$ cat config.mk
export PLATFORM = sky130hd
export DESIGN_NAME = fsm_self_test_seq
export DESIGN_NICKNAME = d
export VERILOG_FILES = /design/src/rtl/sync_fsm_pkg.sv /design/src/rtl/dwell_timer.sv /design/src/rtl/fsm_self_test_seq.sv
export SDC_FILE = /design/constraint.sdc
export NUM_CORES = 1
export LEC_CHECK = 0
export ABC_CLOCK_PERIOD_IN_PS = 6500
export CAP_MARGIN = 20
export CORE_AREA = 10 10 126 140
export DETAILED_ROUTE_END_ITERATION = 10
export DIE_AREA = 0 0 136 150
export HOLD_SLACK_MARGIN = 0.05
export SLEW_MARGIN = 20
export SYNTH_ARGS = -nofsm -noshare
export SYNTH_HDL_FRONTEND = slang
export SYNTH_SLANG_ARGS = --single-unit
$ cat constraint.sdc
create_clock -name clock -period 6.5 [get_ports clock]
set_input_delay 1.3 -clock clock [delete_from_list [all_inputs] [get_ports clock]]
set_output_delay 1.3 -clock clock [all_outputs]
set_load 0.01 [all_outputs]
$ cat src/rtl/sync_fsm_pkg.sv
// Shared definitions for the synchronization-block main FSM and its self-test sequencer.
package sync_fsm_pkg;

  typedef enum logic [7:0] {
    IDLE              = 8'd0,
    FG_WAIT_OPTO      = 8'd1,
    FG_WAIT_OPEN      = 8'd2,
    WAIT_PHASE_FRONT  = 8'd3,
    WAIT_PHASE_DELAY  = 8'd4,
    TRIGGER_PROLONG   = 8'd5,
    DETECTOR_BUSY     = 8'd6,
    DETECTOR_WAIT     = 8'd7,
    DETECTOR_FINISHED = 8'd8
  } main_state_e;

  localparam int MAIN_N_STATES = 9;

  localparam logic [1:0] MODE_SINGLE = 2'd0;
  localparam logic [1:0] MODE_LOOP   = 2'd1;
  localparam logic [1:0] MODE_STEP   = 2'd2;

  // 10 us per state at the nominal 100 MHz clock.
  localparam int DEFAULT_DWELL = 1000;

  typedef enum logic [1:0] {
    C_IDLE,
    C_DWELL,
    C_HOLD,
    C_DONE
  } ctrl_state_e;

endpackage

$ cat src/rtl/dwell_timer.sv
// Loadable down-counter; tc is high in the last enabled cycle of each dwell and reloads itself.
module dwell_timer #(
  parameter int DWELL_W = 24
) (
  input  logic               clock,
  input  logic               reset_n,
  input  logic               load,
  input  logic               en,
  input  logic [DWELL_W-1:0] reload,
  output logic               tc
);

  logic [DWELL_W-1:0] count;

  assign tc = en && (count == '0);

  // NOTE: sequential state uses non-blocking assignments so every flop samples pre-edge values.
  always_ff @(posedge clock) begin
    if (!reset_n) begin
      count <= '0;
    end else if (load || tc) begin
      count <= reload;
    end else if (en) begin
      count <= count - DWELL_W'(1);
    end
  end

endmodule

$ cat src/rtl/fsm_self_test_seq.sv
// Self-test sequencer: walks state_out over a programmable code range in SINGLE, LOOP or STEP mode.
module fsm_self_test_seq
  import sync_fsm_pkg::*;
#(
  parameter int STATE_W = 8,
  parameter int N_STEPS = MAIN_N_STATES,
  parameter int DWELL_W = 24,
  parameter int LOOP_W  = 16
) (
  input  logic               clock,
  input  logic               reset_n,
  input  logic               start,
  input  logic               stop,
  input  logic [1:0]         mode,
  input  logic [STATE_W-1:0] first_step,
  input  logic [STATE_W-1:0] last_step,
  input  logic [DWELL_W-1:0] dwell,
  input  logic               step_req,
  output logic [STATE_W-1:0] state_out,
  output logic               step_stb,
  output logic               busy,
  output logic               done,
  output logic               err,
  output logic [LOOP_W-1:0]  loop_cnt
);

  localparam logic [STATE_W-1:0] LAST_CODE = STATE_W'(N_STEPS - 1);

  ctrl_state_e        state_q, state_d;
  logic [1:0]         mode_q, mode_d;
  logic [STATE_W-1:0] first_q, first_d;
  logic [STATE_W-1:0] last_q, last_d;
  logic [DWELL_W-1:0] reload_q, reload_d, reload_new;
  logic [STATE_W-1:0] code_d;
  logic [LOOP_W-1:0]  loop_d;
  logic               stb_d, busy_d, done_d, err_d;
  logic               range_ok, can_start, advance, timer_load, timer_tc;

  assign range_ok   = (first_step <= last_step) && (last_step <= LAST_CODE);
  assign can_start  = (state_q == C_IDLE) || (state_q == C_DONE);
  assign reload_new = (dwell == '0) ? '0 : dwell - DWELL_W'(1);

  dwell_timer #(.DWELL_W(DWELL_W)) u_dwell_timer (
    .clock   (clock),
    .reset_n (reset_n),
    .load    (timer_load),
    .en      (state_q == C_DWELL),
    .reload  (timer_load ? reload_new : reload_q),
    .tc      (timer_tc)
  );

  // NOTE: every signal gets a default before the branches, so no path can infer a latch.
  always_comb begin
    state_d    = state_q;
    mode_d     = mode_q;
    first_d    = first_q;
    last_d     = last_q;
    reload_d   = reload_q;
    code_d     = state_out;
    loop_d     = loop_cnt;
    stb_d      = 1'b0;
    busy_d     = busy;
    done_d     = done;
    err_d      = 1'b0;
    timer_load = 1'b0;
    advance    = 1'b0;

    if (stop) begin
      // Abort leaves done as it was; a stop in idle has nothing to abort.
      if (state_q != C_IDLE) begin
        state_d = C_IDLE;
        code_d  = '0;
        busy_d  = 1'b0;
      end
    end else if (start && can_start) begin
      if (range_ok) begin
        mode_d     = mode;
        first_d    = first_step;
        last_d     = last_step;
        reload_d   = reload_new;
        code_d     = first_step;
        stb_d      = 1'b1;
        busy_d     = 1'b1;
        done_d     = 1'b0;
        loop_d     = '0;
        timer_load = 1'b1;
        state_d    = (mode == MODE_STEP) ? C_HOLD : C_DWELL;
      end else begin
        err_d = 1'b1;
      end
    end else begin
      case (state_q)
        C_DWELL: advance = timer_tc;
        C_HOLD:  advance = step_req;
        default: advance = 1'b0;
      endcase
    end

    if (advance) begin
      if (state_out < last_q) begin
        code_d = state_out + STATE_W'(1);
        stb_d  = 1'b1;
      end else if (mode_q == MODE_LOOP) begin
        code_d = first_q;
        stb_d  = 1'b1;
        if (loop_cnt != '1) loop_d = loop_cnt + LOOP_W'(1);
      end else begin
        state_d = C_DONE;
        code_d  = '0;
        busy_d  = 1'b0;
        done_d  = 1'b1;
      end
    end
  end

  always_ff @(posedge clock) begin
    if (!reset_n) begin
      state_q   <= C_IDLE;
      mode_q    <= MODE_SINGLE;
      first_q   <= '0;
      last_q    <= '0;
      reload_q  <= '0;
      state_out <= '0;
      step_stb  <= 1'b0;
      busy      <= 1'b0;
      done      <= 1'b0;
      err       <= 1'b0;
      loop_cnt  <= '0;
    end else begin
      state_q   <= state_d;
      mode_q    <= mode_d;
      first_q   <= first_d;
      last_q    <= last_d;
      reload_q  <= reload_d;
      state_out <= code_d;
      step_stb  <= stb_d;
      busy      <= busy_d;
      done      <= done_d;
      err       <= err_d;
      loop_cnt  <= loop_d;
    end
  end

endmodule

==> results of run 1 <==
==> report_power, final <==
part           switching [mW]  total (mW)  internal (mW)
logic                  0.0939       0.168         0.0740
registers             0.00980       0.604          0.594
clock network           0.235       0.506          0.271
==> kinds of logic after synthesis <==
logic type      count (synthesis)
fa+ha+maj                      23
mux                            14
simple gates                  322
compound gates                174
xor+xnor                       41
flops                          96
buf+inv                        74
==> synthesized netlist by cell type (3+ instances only) <==
cell      number  area [µm²]
clkbuf_1      24        90.1
nand3_1       51         255
mux2i_1       14         140
o221ai_1      13         114
a211o_1        7        61.3
nor2_1        67         251
nor4_1        20         125
ha_1          23         288
dfxtp_1       96        1920
nor3_1        20         100
nand4b_1       4        35.0
o21ai_0       30         150
or2_2          3        18.8
xor2_1        22         193
nand4_1       11        68.8
nor2b_1        6        37.5
buf_2          9        45.0
o21a_1         6        45.0
xnor2_1       19         166
o31ai_1        8        60.1
a31oi_1       13        81.3
nand2_1       83         312
and3_1        12        75.1
or4_1          4        30.0
nand2b_1       7        43.8
inv_1         37         139
a21oi_1       53         265
o211ai_1       7        52.6
a211oi_1      11        82.6
nand3b_1       4        30.0
nor4_4         3        63.8
or3_1         13        81.3
o22ai_1        5        31.3
==> metal layers <==
| metal | GRT usage [%] | wire [µm] | vias up | part of all wire, % |
|---|---|---|---|---|
| met2 | 28.7 | 8270 | 151 | 49 |
| met5 | 0 | 0 | - | 0 |
| met1 | 19.7 | 7680 | 2703 | 45 |
| li1 | - | - | 2803 | - |
| met3 | 2.75 | 776 | 22 | 4.6 |
| met4 | 5.01 | 247 | 0 | 1.5 |
==> final cells by class <==
class                   instances  area, µm²
clock buffers                  12        246
clock inverters                 4       30.0
inverters                      38        143
repair buffers                 78        771
well taps                     196        245
flip-flops and latches         96       1920
multi-input cells             574       3600
fillers                      1466       7810
==> how the worst min path moves through the flow <==
stage                  end  cells after the start   startpoint
3_3_place_gp     last_q[5]                      2    last_q[5]
5_1_grt        reload_q[2]                      2  reload_q[2]
3_5_place_dp     last_q[6]                      2    last_q[6]
6_report         last_q[7]                      2    last_q[7]
2_1_floorplan    last_q[4]                      2    last_q[4]
4_1_cts          last_q[6]                      2    last_q[6]
==> stage by stage <==
step / instance area (µm²) / total power [mW]
after detailed placement: 6670 / 0.783
final: 6950 / 1.28
after CTS: 6950 / 1.28
after floorplan: 5810 / 0.710
after global placement: 6670 / 0.781
after global routing: 6950 / 1.32
==> tightest hold or removal path: stages (launching register included) <==
cell     delay, ns
dfxtp_1       0.30
inv_1         0.06
nor2_1        0.04
==> placed cells by master, fill, tap and decap left out, drive strengths merged, types with 3 or more instances in the layout <==
cell	instances
buf	4
o21ai	32
nand4b	4
nand3	51
or4	5
nor3	22
xor2	22
o31ai	8
a211o	7
dfxtp	96
o21a	6
o22ai	5
nand4	13
inv	38
nor2	67
nand2b	7
clkdlybuf4s50	74
mux2i	14
ha	23
nand3b	4
or3	15
nor4	23
or2	3
nand2	83
clkbuf	12
o211ai	9
nor2b	6
a31oi	13
o221ai	13
clkinv	3
a211oi	11
xnor2	19
a21oi	53
and3	12
==> state kept, by name, summed over array words and instances, names as in the netlist <==
signal	count
mode_q	2
step_stb	1
loop_cnt	16
first_q	8
done	1
state_out	8
state_q	2
err	1
last_q	8
busy	1
reload_q	24
u_dwell_timer.count	24
==> impl_metrics.csv, run 1 <==
group,metric,value,unit
status,status,"complete, no violations",
logic_synthesis,synth_nets,814,
die,core,14800,µm²
setup_path,path_delay_family,"simple AND/OR/NAND/NOR gates",
power_and_ir_drop,power.density,184,nW/µm²
setup_path,crit_chain,"clkdlybuf4s50_1, inv_1, ha_1, nand4_1, o21ai_1, nand3_1, buf_4, nor3_1, a32o_1",
cells_and_area,synthToLayoutAreaGrowth,19.7,%
timing,setup_viol,0,
cells_and_area,fin_cells,998,
hold_path,hp-class,"reg2reg",
place,dp_cells,982,
logic_synthesis,synth_top_family_by_area,"simple AND/OR/NAND/NOR gates",
setup_path,crit_fanout,17,
setup_path,crit_type,"in2reg",
global_route,antenna_found_initial,0,
setup_path,critPathBufInv,3,
die,num_io_pins,75,
setup_path,r2r-end,"loop_cnt[7]",
place,dp_slack,2.12,ns
die,start_util,39.3,%
detailed_routing,ant_nets,0,
timing,setup_slack,2.52,ns
logic_synthesis,mappedNetlistArea,5810,µm²
timing,slew_viol_final,0,
setup_path,cp.required,6.78,ns
clocking,cts_max_path_buffers,2,
setup_path,startpoint_type,"primary input",
setup_path,ff2ff_path_depth,6,
clocking,cts_buffers,9,
timing,skew,0.00464,ns
logic_synthesis,yosys.area_share.simple,28.8,%
flow_run,cap_violations,0,
setup_path,startpoint,"last_step[7]",
timing,finalHoldViolCount,0,
clocking,clkSlewWorstSetupHoldPaths,0.07,ns
power_and_ir_drop,power_leakage,2.41,nW
timing,max_freq,0.251,GHz
power_and_ir_drop,peakVddDrop,0.140,mV
detailed_routing,avgRoutedWirePerCell,17.0,µm
global_route,globalRouteOverflowTotal,0,
timing,rsz0062_at_grt,"no",
die,die_h,150,µm
logic_synthesis,muxShareOfSynthArea,2.41,%
logic_synthesis,ys_types,61,
clocking,cts_tree,"built",
clocking,clockRootBuffer,"clkbuf_16",
cells_and_area,diodes,0,
logic_synthesis,synth_compound_area_share,19.5,%
detailed_routing,drt_iter0_markers,407,
clocking,cts.sinks,96,
global_route,grt_start_max_net_pins,59,
logic_synthesis,synth_xor_area_share,6.18,%
die,dieArea,20400,µm²
clocking,cts_resized,0,
logic_synthesis,ys_warn_count,0,
setup_path,worst_path_max_delay_cell,"nand3_1",
place,dpl.hpwl,12400,µm
timing,slew_headroom,33.9,%
cells_and_area,layout-drive-gt1-share,4.74,%
detailed_routing,vias,5679,
logic_synthesis,ys_async_sr_fraction,0,%
detailed_routing,vias_per_cell,5.69,
setup_path,r2r_start,"u_dwell_timer.count[2]",
logic_synthesis,yosys_most_used_dff,"dfxtp_1",
timing,setup_tns,0,ns
clocking,cts_setup_buffers,0,
logic_synthesis,ys_ff_latch,96,
setup_path,end_kind,"flip-flop",
logic_synthesis,ys_seq_area_share,33.1,%
timing,worst_pin_slew,0.991,ns
timing,min_period,3.98,ns
clocking,clock_latency,0.34,ns
setup_path,crit_end,"u_dwell_timer.count[14]",
setup_path,r2r_setup_slack,3.53,ns
die,num_rows,47,
cells_and_area,layout.nets,867,
logic_synthesis,synth_edf_count,0,
logic_synthesis,synthAdderAreaFrac,4.96,%
logic_synthesis,syn_avg_cell_area,7.80,µm²
logic_synthesis,synth_cells,744,
cells_and_area,final_util,47.1,%
global_route,grt_pass1_wl,27500,µm
die,die_w,136,µm
clocking,htreeDepth,3,
clocking,postCtsHoldBufs,0,
detailed_routing,routed_wl,17000,µm
detailed_routing,drc,0,
setup_path,crit_cells,9,
timing,period_share,61.3,%
global_route,grt_pass1_vias,5611,
timing,whs,0.443,ns
global_route,track_usage,16.3,%
detailed_routing,dr.pass1.iters,6,
setup_path,max_stage_delay,0.54,ns
setup_path,arrival,4.26,ns
place,gp_congestion,0.876,
place,numPortBuffers,74,
Note: power is estimated with default switching activity, not from simulation.
==> run 2: changes to the inputs <==
--- a/config.mk
+++ b/config.mk
@@ -5,7 +5,7 @@
 export SDC_FILE = /design/constraint.sdc
 export NUM_CORES = 1
 export LEC_CHECK = 0
-export ABC_CLOCK_PERIOD_IN_PS = 6500
+export ABC_CLOCK_PERIOD_IN_PS = 3600
 export CAP_MARGIN = 20
 export CORE_AREA = 10 10 126 140
 export DETAILED_ROUTE_END_ITERATION = 10
==> constraint.sdc (replaced) <==
create_clock -name clock -period 3.6 [get_ports clock]
set_input_delay 0.72 -clock clock [delete_from_list [all_inputs] [get_ports clock]]
set_output_delay 0.72 -clock clock [all_outputs]
set_load 0.01 [all_outputs]
==> impl_metrics.csv, run 2 (synthesized netlist as in run 1, its figures left out) <==
group,metric,value,unit
cells_and_area,diodes,0,
clocking,cts_setup_buffers,0,
clocking,cts_max_path_buffers,2,
cells_and_area,fill_cells,1472,
place,gp_congestion,0.872,
clocking,clkSlewWorstSetupHoldPaths,0.06,ns
power_and_ir_drop,power_leakage,2.48,nW
timing,skew,0.00847,ns
die,num_rows,47,
timing,max_freq,0.341,GHz
detailed_routing,vias_per_cell,5.69,
power_and_ir_drop,power.density,327,nW/µm²
clocking,clock_latency,0.34,ns
global_route,globalRouteOverflowTotal,0,
die,core,14800,µm²
setup_path,crit_fanout,13,
power_and_ir_drop,p_comb_share,13.3,%
die,dieArea,20400,µm²
flow_run,cap_violations,0,
setup_path,cp.required,3.85,ns
timing,rsz0062_at_grt,"no",
global_route,grt_pass1_vias,5628,
cells_and_area,final_common_cell,"dfxtp_1",
timing,slew_viol_final,0,
cells_and_area,synthToLayoutAreaGrowth,21.6,%
power_and_ir_drop,peakVddDrop,0.239,mV
detailed_routing,drt_iter0_markers,550,
power_and_ir_drop,power_frac_seq,47.2,%
power_and_ir_drop,internal_power,1.72,mW
detailed_routing,drc,0,
power_and_ir_drop,pwr-share-clk,39.4,%
setup_path,crit_type,"in2reg",
detailed_routing,routed_wl,17300,µm
timing,setup_tns,0,ns
hold_path,hp-class,"reg2reg",
die,start_util,39.3,%
clocking,cts.sinks,96,
place,numPortBuffers,74,
clocking,cts_buffers,9,
cells_and_area,largest_registers,"reload_q: 24 flops, u_dwell_timer.count: 24 flops, loop_cnt: 16 flops",
timing,worst_pin_slew,0.847,ns
timing,setup_viol,0,
die,die_w,136,µm
place,dpl.hpwl,12900,µm
setup_path,end_kind,"flip-flop",
global_route,grt_pass1_wl,28100,µm
global_route,track_usage,16.8,%
timing,min_period,2.93,ns
die,num_io_pins,75,
timing,period_share,81.4,%
timing,finalHoldViolCount,0,
clocking,htreeDepth,3,
power_and_ir_drop,switchingPower,0.593,mW
global_route,grt_start_max_net_pins,47,
cells_and_area,layout_common_cells,"96 x dfxtp_1, 83 x nand2_1, 74 x clkdlybuf4s50_1",
detailed_routing,ant_nets,0,
clocking,postCtsHoldBufs,0,
timing,slew_headroom,43.0,%
status,status,"complete, no violations",
setup_path,arrival,3.18,ns
global_route,antenna_found_initial,0,
die,die_h,150,µm
clocking,cts_resized,0,
detailed_routing,dr.pass1.iters,5,
power_and_ir_drop,switching_share,25.7,%
cells_and_area,layout.nets,879,
setup_path,startpoint_type,"primary input",
power_and_ir_drop,fin_total_pwr,2.31,mW
detailed_routing,vias,5737,
clocking,cts_tree,"built",
clocking,clockRootBuffer,"clkbuf_16",
cells_and_area,layout-drive-gt1-share,6.03,%
detailed_routing,avgRoutedWirePerCell,17.1,µm
==> run 2: cell types whose count changed in the layout (fill, tap and decap cells not counted), sizes merged <==
| cell | previous run | this run |
|---|---|---|
| buf | 4 | 16 |
| clkbuf | 12 | 13 |
| clkinv | 3 | 0 |
| clkinvlp | 1 | 2 |
==> run 2: path summary, 6_finish.rpt <==
check | from | to | slack, ns | depth (start not counted)
max | last_step[1] | loop_cnt[2] | 0.67 | 10
max reg2reg | u_dwell_timer.count[2] | loop_cnt[2] | 0.82 | 7
min | last_q[7] | last_q[7] | 0.44 | 2
min reg2reg | last_q[7] | last_q[7] | 0.44 | 2
==> run 2: metrics by stage <==
stage	cell area [µm²]	util [%]	setup WS [ns]	cells	hold WS [ns]
after floorplan	5810	-	1.00	744	0.420
after global placement	6790	46.0	0.373	994	0.432
final	7060	47.9	0.669	1009	0.442
after CTS	7060	47.9	0.675	1009	0.445
after detailed placement	6790	46.0	0.332	994	0.435
after global routing	7060	47.9	0.426	1009	0.468
==> run 2: critical path, cell delays in order <==
cell	delay [ns]
clkdlybuf4s50_1	0.51
inv_1	0.05
ha_1	0.28
nor2b_1	0.13
o211ai_1	0.11
a211o_1	0.36
nand3_1	0.26
buf_4	0.20
o211ai_2	0.26
o221ai_1	0.30
==> run 2: layout make-up <==
| type | count | area [µm²] | share of cell area (%) |
|---|---|---|---|
| clock buffers | 13 | 260 | 3.68 |
| clock inverters | 2 | 15.0 | 0.213 |
| inverters | 38 | 143 | 2.02 |
| multi-input cells | 574 | 3590 | 50.9 |
| flip-flops and latches | 96 | 1920 | 27.2 |
| well taps | 196 | 245 | 3.47 |
| repair buffers | 90 | 886 | 12.5 |
==> run 2: routing by layer <==
layer	global-route usage [%]	routed length, µm	up-vias
met2	29.2	8620	188
met5	0	0	-
li1	-	-	2824
met3	2.82	917	18
met4	5.22	250	0
met1	20.5	7500	2707
==> run 2: power by group through the flow <==
| stage | sequential, mW | clock [mW] | combinational (mW) |
|---|---|---|---|
| after floorplan | 1.11 | 0 | 0.169 |
| after global placement | 1.11 | 0 | 0.299 |
| after detailed placement | 1.11 | 0 | 0.304 |
| after CTS | 1.09 | 0.930 | 0.306 |
| after global routing | 1.09 | 0.973 | 0.337 |
| final | 1.09 | 0.911 | 0.308 |
